`src/rtl/qpsk_pkg.sv`:
```
// Shared types and constants for the QPSK frame sequencer.
package qpsk_pkg;

   typedef enum logic [2:0] {
      S_IDLE     = 3'd0,
      S_PREAMBLE = 3'd1,
      S_HEADER   = 3'd2,
      S_PAYLOAD  = 3'd3,
      S_GAP      = 3'd4
   } state_e;

   localparam logic [1:0] PRE_SYM_EVEN  = 2'b00;
   localparam logic [1:0] PRE_SYM_ODD   = 2'b11;
   localparam int         HDR_W         = 16;
   localparam int         SYMS_PER_BYTE = 4;
   localparam int         BYTE_W        = 2 * SYMS_PER_BYTE;

   // Preamble alternates 00/11, starting with 00 on symbol 0.
   function automatic logic [1:0] preamble_sym(input logic odd);
      return odd ? PRE_SYM_ODD : PRE_SYM_EVEN;
   endfunction

endpackage

```
`src/rtl/qpsk_sym_shifter.sv`:
```
// Parallel-load word shifter that hands out 2-bit symbols MSB first.
// load_skip loads a word whose first symbol was already consumed elsewhere
// (bypassed straight to the output register), so only W/2-1 symbols remain.
module qpsk_sym_shifter #(
   parameter int W = 8
) (
   input  logic         clk,
   input  logic         rst_n,
   input  logic         load,
   input  logic         load_skip,
   input  logic         adv,
   input  logic [W-1:0] word,
   output logic [1:0]   sym,
   output logic         empty,
   output logic         last
);

   localparam int N  = W / 2;
   localparam int CW = $clog2(N + 1);

   logic [W-1:0]  data_q, data_d;
   logic [CW-1:0] cnt_q, cnt_d;

   // Load has priority over advance; an advance on an empty shifter is a no-op.
   always_comb begin
      data_d = data_q;
      cnt_d  = cnt_q;
      if (load) begin
         if (load_skip) begin
            data_d = {word[W-3:0], 2'b00};
            cnt_d  = CW'(N - 1);
         end else begin
            data_d = word;
            cnt_d  = CW'(N);
         end
      end else if (adv && (cnt_q != '0)) begin
         data_d = {data_q[W-3:0], 2'b00};
         cnt_d  = cnt_q - CW'(1);
      end
   end

   // Shift register and remaining-symbol count.
   always_ff @(posedge clk or negedge rst_n) begin
      if (!rst_n) begin
         data_q <= '0;
         cnt_q  <= '0;
      end else begin
         data_q <= data_d;
         cnt_q  <= cnt_d;
      end
   end

   assign sym   = data_q[W-1:W-2];
   assign empty = (cnt_q == '0);
   assign last  = (cnt_q == CW'(1));

endmodule

```
`src/rtl/qpsk_frame_ctrl.sv`:
```
// Frame sequencer: preamble, 16-bit length header, payload bytes, then a
// silent gap, delivered two bits per symbol into a single output register.
// Handshakes: a beat moves on a rising edge where valid & ready are both high;
// out_valid never drops and the symbol never changes while out_ready is low.
module qpsk_frame_ctrl
   import qpsk_pkg::*;
#(
   parameter int PREAMBLE_SYMS = 32,
   parameter int GAP_CYCLES    = 16
) (
   input  logic        clk,
   input  logic        rst_n,
   input  logic        start,
   input  logic [15:0] frame_len,
   output logic        busy,
   output logic        done,
   output logic        underrun,
   input  logic [7:0]  in_data,
   input  logic        in_valid,
   output logic        in_ready,
   output logic        out_i,
   output logic        out_q,
   output logic        out_valid,
   input  logic        out_ready,
   output state_e      dbg_state
);

   state_e      state_q, state_d;
   logic [15:0] cnt_q, cnt_d;
   logic [15:0] bytes_left_q, bytes_left_d;
   logic [1:0]  out_sym_q, out_sym_d;
   logic        out_valid_q, out_valid_d;
   logic        busy_q, busy_d;
   logic        done_q, done_d;
   logic        underrun_q, underrun_d;

   logic        load_en, in_fire;
   logic        hdr_load, hdr_adv, hdr_empty, hdr_last;
   logic [1:0]  hdr_sym;
   logic        pay_load, pay_skip, pay_adv, pay_empty, pay_last;
   logic [1:0]  pay_sym;

   // The output register may take a new symbol when empty or draining.
   assign load_en  = ~out_valid_q | out_ready;
   assign in_ready = (state_q == S_PAYLOAD) && (bytes_left_q != 16'd0) &&
                     (pay_empty || (pay_last && load_en));
   assign in_fire  = in_valid & in_ready;

   qpsk_sym_shifter #(.W(HDR_W)) u_hdr (
      .clk(clk), .rst_n(rst_n), .load(hdr_load), .load_skip(1'b0),
      .adv(hdr_adv), .word(frame_len), .sym(hdr_sym),
      .empty(hdr_empty), .last(hdr_last)
   );

   qpsk_sym_shifter #(.W(BYTE_W)) u_pay (
      .clk(clk), .rst_n(rst_n), .load(pay_load), .load_skip(pay_skip),
      .adv(pay_adv), .word(in_data), .sym(pay_sym),
      .empty(pay_empty), .last(pay_last)
   );

   // Next-state, counters and next output-register contents.
   always_comb begin
      state_d      = state_q;
      cnt_d        = cnt_q;
      bytes_left_d = bytes_left_q;
      out_sym_d    = out_sym_q;
      out_valid_d  = out_valid_q;
      underrun_d   = underrun_q;
      done_d       = 1'b0;
      hdr_load     = 1'b0;
      hdr_adv      = 1'b0;
      pay_load     = 1'b0;
      pay_skip     = 1'b0;
      pay_adv      = 1'b0;
      unique case (state_q)
         S_IDLE: begin
            if (start) begin
               state_d      = S_PREAMBLE;
               bytes_left_d = frame_len;
               hdr_load     = 1'b1;
               underrun_d   = 1'b0;
               cnt_d        = 16'd0;
            end
         end
         S_PREAMBLE: begin
            if (load_en) begin
               out_valid_d = 1'b1;
               out_sym_d   = preamble_sym(cnt_q[0]);
               if (cnt_q == 16'(PREAMBLE_SYMS - 1)) begin
                  cnt_d   = 16'd0;
                  state_d = S_HEADER;
               end else begin
                  cnt_d = cnt_q + 16'd1;
               end
            end
         end
         S_HEADER: begin
            if (load_en) begin
               if (!hdr_empty) begin
                  out_valid_d = 1'b1;
                  out_sym_d   = hdr_sym;
                  hdr_adv     = 1'b1;
                  if (hdr_last && (bytes_left_q != 16'd0)) state_d = S_PAYLOAD;
               end else begin
                  // Zero-length frame: last header symbol has just transferred.
                  out_valid_d = 1'b0;
                  cnt_d       = 16'd0;
                  state_d     = S_GAP;
               end
            end
         end
         S_PAYLOAD: begin
            if (in_fire) begin
               bytes_left_d = bytes_left_q - 16'd1;
               pay_load     = 1'b1;
            end
            if (load_en) begin
               if (!pay_empty) begin
                  out_valid_d = 1'b1;
                  out_sym_d   = pay_sym;
                  pay_adv     = 1'b1;
               end else if (in_fire) begin
                  // Bypass the first symbol of a fresh byte to avoid a bubble.
                  out_valid_d = 1'b1;
                  out_sym_d   = in_data[7:6];
                  pay_skip    = 1'b1;
               end else begin
                  out_valid_d = 1'b0;
                  if (bytes_left_q == 16'd0) begin
                     cnt_d   = 16'd0;
                     state_d = S_GAP;
                  end else begin
                     underrun_d = 1'b1;
                  end
               end
            end
         end
         S_GAP: begin
            out_valid_d = 1'b0;
            if (cnt_q == 16'(GAP_CYCLES - 1)) begin
               cnt_d   = 16'd0;
               done_d  = 1'b1;
               state_d = S_IDLE;
            end else begin
               cnt_d = cnt_q + 16'd1;
            end
         end
         default: state_d = S_IDLE;
      endcase
      busy_d = (state_d != S_IDLE);
   end

   // Single state register for the FSM, counters and all registered outputs.
   always_ff @(posedge clk or negedge rst_n) begin
      if (!rst_n) begin
         state_q      <= S_IDLE;
         cnt_q        <= 16'd0;
         bytes_left_q <= 16'd0;
         out_sym_q    <= 2'b00;
         out_valid_q  <= 1'b0;
         busy_q       <= 1'b0;
         done_q       <= 1'b0;
         underrun_q   <= 1'b0;
      end else begin
         state_q      <= state_d;
         cnt_q        <= cnt_d;
         bytes_left_q <= bytes_left_d;
         out_sym_q    <= out_sym_d;
         out_valid_q  <= out_valid_d;
         busy_q       <= busy_d;
         done_q       <= done_d;
         underrun_q   <= underrun_d;
      end
   end

   assign out_i     = out_sym_q[1];
   assign out_q     = out_sym_q[0];
   assign out_valid = out_valid_q;
   assign busy      = busy_q;
   assign done      = done_q;
   assign underrun  = underrun_q;
   assign dbg_state = state_q;

endmodule

```
`config.mk`:
```
export PLATFORM = sky130hd
export DESIGN_NAME = qpsk_frame_ctrl
export DESIGN_NICKNAME = d
export VERILOG_FILES = /design/src/rtl/qpsk_pkg.sv /design/src/rtl/qpsk_sym_shifter.sv /design/src/rtl/qpsk_frame_ctrl.sv
export SDC_FILE = /design/constraint.sdc
export NUM_CORES = 1
export LEC_CHECK = 0
export BUFFER_PORTS_ARGS = -buffer_cell sky130_fd_sc_hd__buf_2
export CAP_MARGIN = 20
export CORE_UTILIZATION = 50
export CTS_BUF_LIST = sky130_fd_sc_hd__clkbuf_8 sky130_fd_sc_hd__clkbuf_16
export DETAILED_ROUTE_END_ITERATION = 12
export PLACE_DENSITY = 0.69
export SETUP_SLACK_MARGIN = 0.15
export SYNTH_ARGS = -nofsm -noshare
export SYNTH_HDL_FRONTEND = slang
export SYNTH_HIERARCHICAL = 1
export SYNTH_SLANG_ARGS = --single-unit
```
`constraint.sdc`:
```
create_clock -name clk -period 3.6 [get_ports clk]
set_input_delay 0.72 -clock clk [delete_from_list [all_inputs] [get_ports clk]]
set_output_delay 0.72 -clock clk [all_outputs]
set_load 0.1 [all_outputs]
```
==> reports/metrics.yaml <==
outcome:
  status: "completed"
cells_and_area:
  area_delta_synth_final_pct: 8.959
  stdcell_area_um2: 4961
  drive_gt1_frac: 0.1580
  fin_util: 0.5661
  fin_cells: 646
  layout.nets: 571
  antenna_cells: 0
floorplan:
  ioPinCount: 39
  die_h_um: 97.43
  num_rows: 34
  core_um2: 8763
  start_util: 0.5196
  die_area_um2: 9492
  die_x_um: 97.43
sta:
  relSlewSlack: 0.4319
  final.setup.tns_ns: 0
  skew_ns: 0.01594
  drv_slew: 0
  min_period_ns: 3.123
  tightest_slew_ns: 0.8522
  setup_ws_ns: 0.4770
  fin_crit_sh: 0.8675
  setup_viol: 0
  max_freq_ghz: 0.3202
  rsz0062_at_grt: "no"
  timing.hold.ws_ns: 0.4617
  final-hold-violation-count: 0
clocking:
  ctsRootBufferMaster: "clkbuf_8"
  cts_resized: 0
  htree_levels: 3
  cts-buffers-inserted: 9
  cts.sinks: 72
  cts_setup_buffers: 0
  cts_tree: "built"
  clk_latency_ns: 0.36
  clk_pin_slew_worst_paths_ns: 0.08
  clockBufferDepth: 2
  hold_buffers: 0
setup_path:
  slowest_delay_ns: 0.45
  r2r_slack_ns: 0.72
  crit_path_start_kind: "register"
  required_ns: 2.88
  crit_type: "register to output port"
  cpMaxStageDelayCell: "buf_2"
  crit_arrival_ns: 2.40
  critPathMaxFanout: 19
  worstPathCellList: "inv_1, ha_1, nand2b_1, inv_2, a21oi_1, nor3_4, buf_2"
  setup.worst_path.end_class: "output port"
synthesis:
  synth_edf_count: 0
  synthArstFlopShare: 1.000
  synth_fa_ha_area_frac: 0.02198
  yosysTopAreaCell: "dfrtp_1"
  ys_seq_area_frac: 0.3957
  synth_nets: 551
  synth_top_family_by_area: "compound AO/OA/AOI/OAI gates"
  yosysMostFrequentCell: "dfrtp_1"
  synth_ff_type: "dfrtp_1"
  yosysTopAreaCellShare: 0.3957
  synthMuxAreaShare: 0.05331
  yosysWarnings: 6
  synth_xor_area_frac: 0
  syn_area_um2: 4553
  synthCells: 514
  ys_seq_elements: 72
  synthSimpleGateAreaFrac: 0.1759
  netlist_top_cells_area: "dfrtp_1 40%, o21ai_0 6.0%, mux2i_1 4.8%, a22oi_1 3.8%, a21oi_1 3.3%"
  yosys.cell_types.count: 66
  synth_common_cells: "72 x dfrtp_1, 55 x o21ai_0, 30 x a21oi_1"
  synth_compound_gate_area_share: 0.2666
  syn_area_per_cell_um2: 8.858
power_and_ir_drop:
  ir_drop_uv: 408.1
  p_total_mw: 3.778
  p_sw_mw: 1.694
  pwr-share-comb: 0.450
  cellPowerDensity_nw_per_um2: 761.5
  sw_frac_of_total: 0.4485
  power.leakage_nw: 2.007
  pwr-share-seq: 0.369
  clock_power_share: 0.181
  intPower_mw: 2.083
place:
  place_inst: 631
  postPlaceCellArea_um2: 4756
  place_congestion: 0.8239
  dp_hpwl_um: 7814
  place.port_buffers: 38
  pre_cts_ws_ns: 0.7414
drt:
  wl_per_cell_um: 17.40
  drt_first_pass_iters: 5
  drtIter0Drc: 202
  vias: 4170
  routed_via_density: 6.455
  drc_errors: 0
  drt.antenna.violating_nets: 0
  wl_um: 11240
grt:
  grt_first_pass_wirelength_um: 19430
  grt_max_degree: 37
  grt_pass1_vias: 3983
  antenna_found_initial: 0
  grt.overflow.total: 0
  grt_use_total: 0.2476
worst_hold_path:
  hp-class: "primary input to asynchronous set/reset pin"
flow_run:
  cap_viol_max_count: 0
cell type report:
class	count	area, um2
multi-input combinational	368	2385
clock buffer	12	165.2
inverter	29	123.9
sequential	72	1802
tap	108	135.1
fill	803	3802
clock inverter	3	40.04
timing repair buffer	54	310.3
layer usage:
| metal | global-route usage | vias up | wire length, um |
|---|---|---|---|
| met5 | 0 | - | 0 |
| met4 | 0.09276 | 0 | 156 |
| met3 | 0.03669 | 16 | 495 |
| met2 | 0.3857 | 112 | 5358 |
| met1 | 0.3495 | 2048 | 5228 |
| li1 | - | 1994 | - |
layout by cell type, fill, tap and decap left out, drive strengths merged, types with 3 or more instances in the layout:
cell     n
nand3   19
dfrtp   72
or2      3
clkbuf  12
o22ai   14
o31ai    3
nor4     9
a22oi   23
a311oi  12
a32o     3
nand2   24
o211ai   5
nand3b   4
and3     6
or4      4
or3      4
a31oi   23
ha       8
buf     54
mux2i   22
a21oi   30
nand2b   7
o21ai   57
and4     4
nand4   14
nor2    24
nor3    13
clkinv   3
inv     28
a22o     3
nor2b    4
path summary, 6_finish.rpt:
check / depth (start not counted) / startpoint / to
max in group asynchronous: 2 / rst_n / u_hdr/data_q[12]
min in group clk: 1 / out_sym_q[0] / out_sym_q[0]
worst min-delay path: 1 / rst_n / u_pay/data_q[0]
worst min register to register: 1 / out_sym_q[0] / out_sym_q[0]
worst max-delay path: 7 / u_pay/cnt_q[0] / in_ready
worst max register to register: 9 / u_hdr/cnt_q[0] / u_hdr/data_q[2]
worst max-delay path, delay by kind of cell (launching register included):
| kind | cells | cell delay, ns |
|---|---|---|
| DFF | 1 | 0.41 |
| and+or+nand+nor | 2 | 0.37 |
| buffers and inverters | 3 | 0.89 |
| AOI/OAI and AO/OA | 1 | 0.19 |
| adders and majority gates | 1 | 0.18 |
sequential cells by signal, summed over array words and instances (netlist names):
signal,flops
busy,1
bytes_left_q,16
cnt_q,16
dbg_state,3
done,1
out_sym_q,2
out_valid,1
u_hdr/cnt_q,4
u_hdr/data_q,16
u_pay/cnt_q,3
u_pay/data_q,8
underrun,1
logic make-up (layout without fill, tap and decap cells):
kind of cell / after synthesis / in the layout
simple gates: 146 / 146
other cells: 1 / 1
fa+ha+maj: 8 / 8
flops: 72 / 72
buf+inv: 74 / 98
compound gates: 189 / 189
mux: 24 / 24
power by group through the flow:
stage / sequential [mW] / clock [mW] / combinational [mW]
after floorplan: 1.54 / 0 / 1.20
after global placement: 1.39 / 0 / 1.64
after detailed placement: 1.40 / 0 / 1.69
after CTS: 1.39 / 0.696 / 1.70
after global routing: 1.44 / 0.728 / 1.88
final: 1.39 / 0.683 / 1.70
Power figures use the tool's default switching activity.
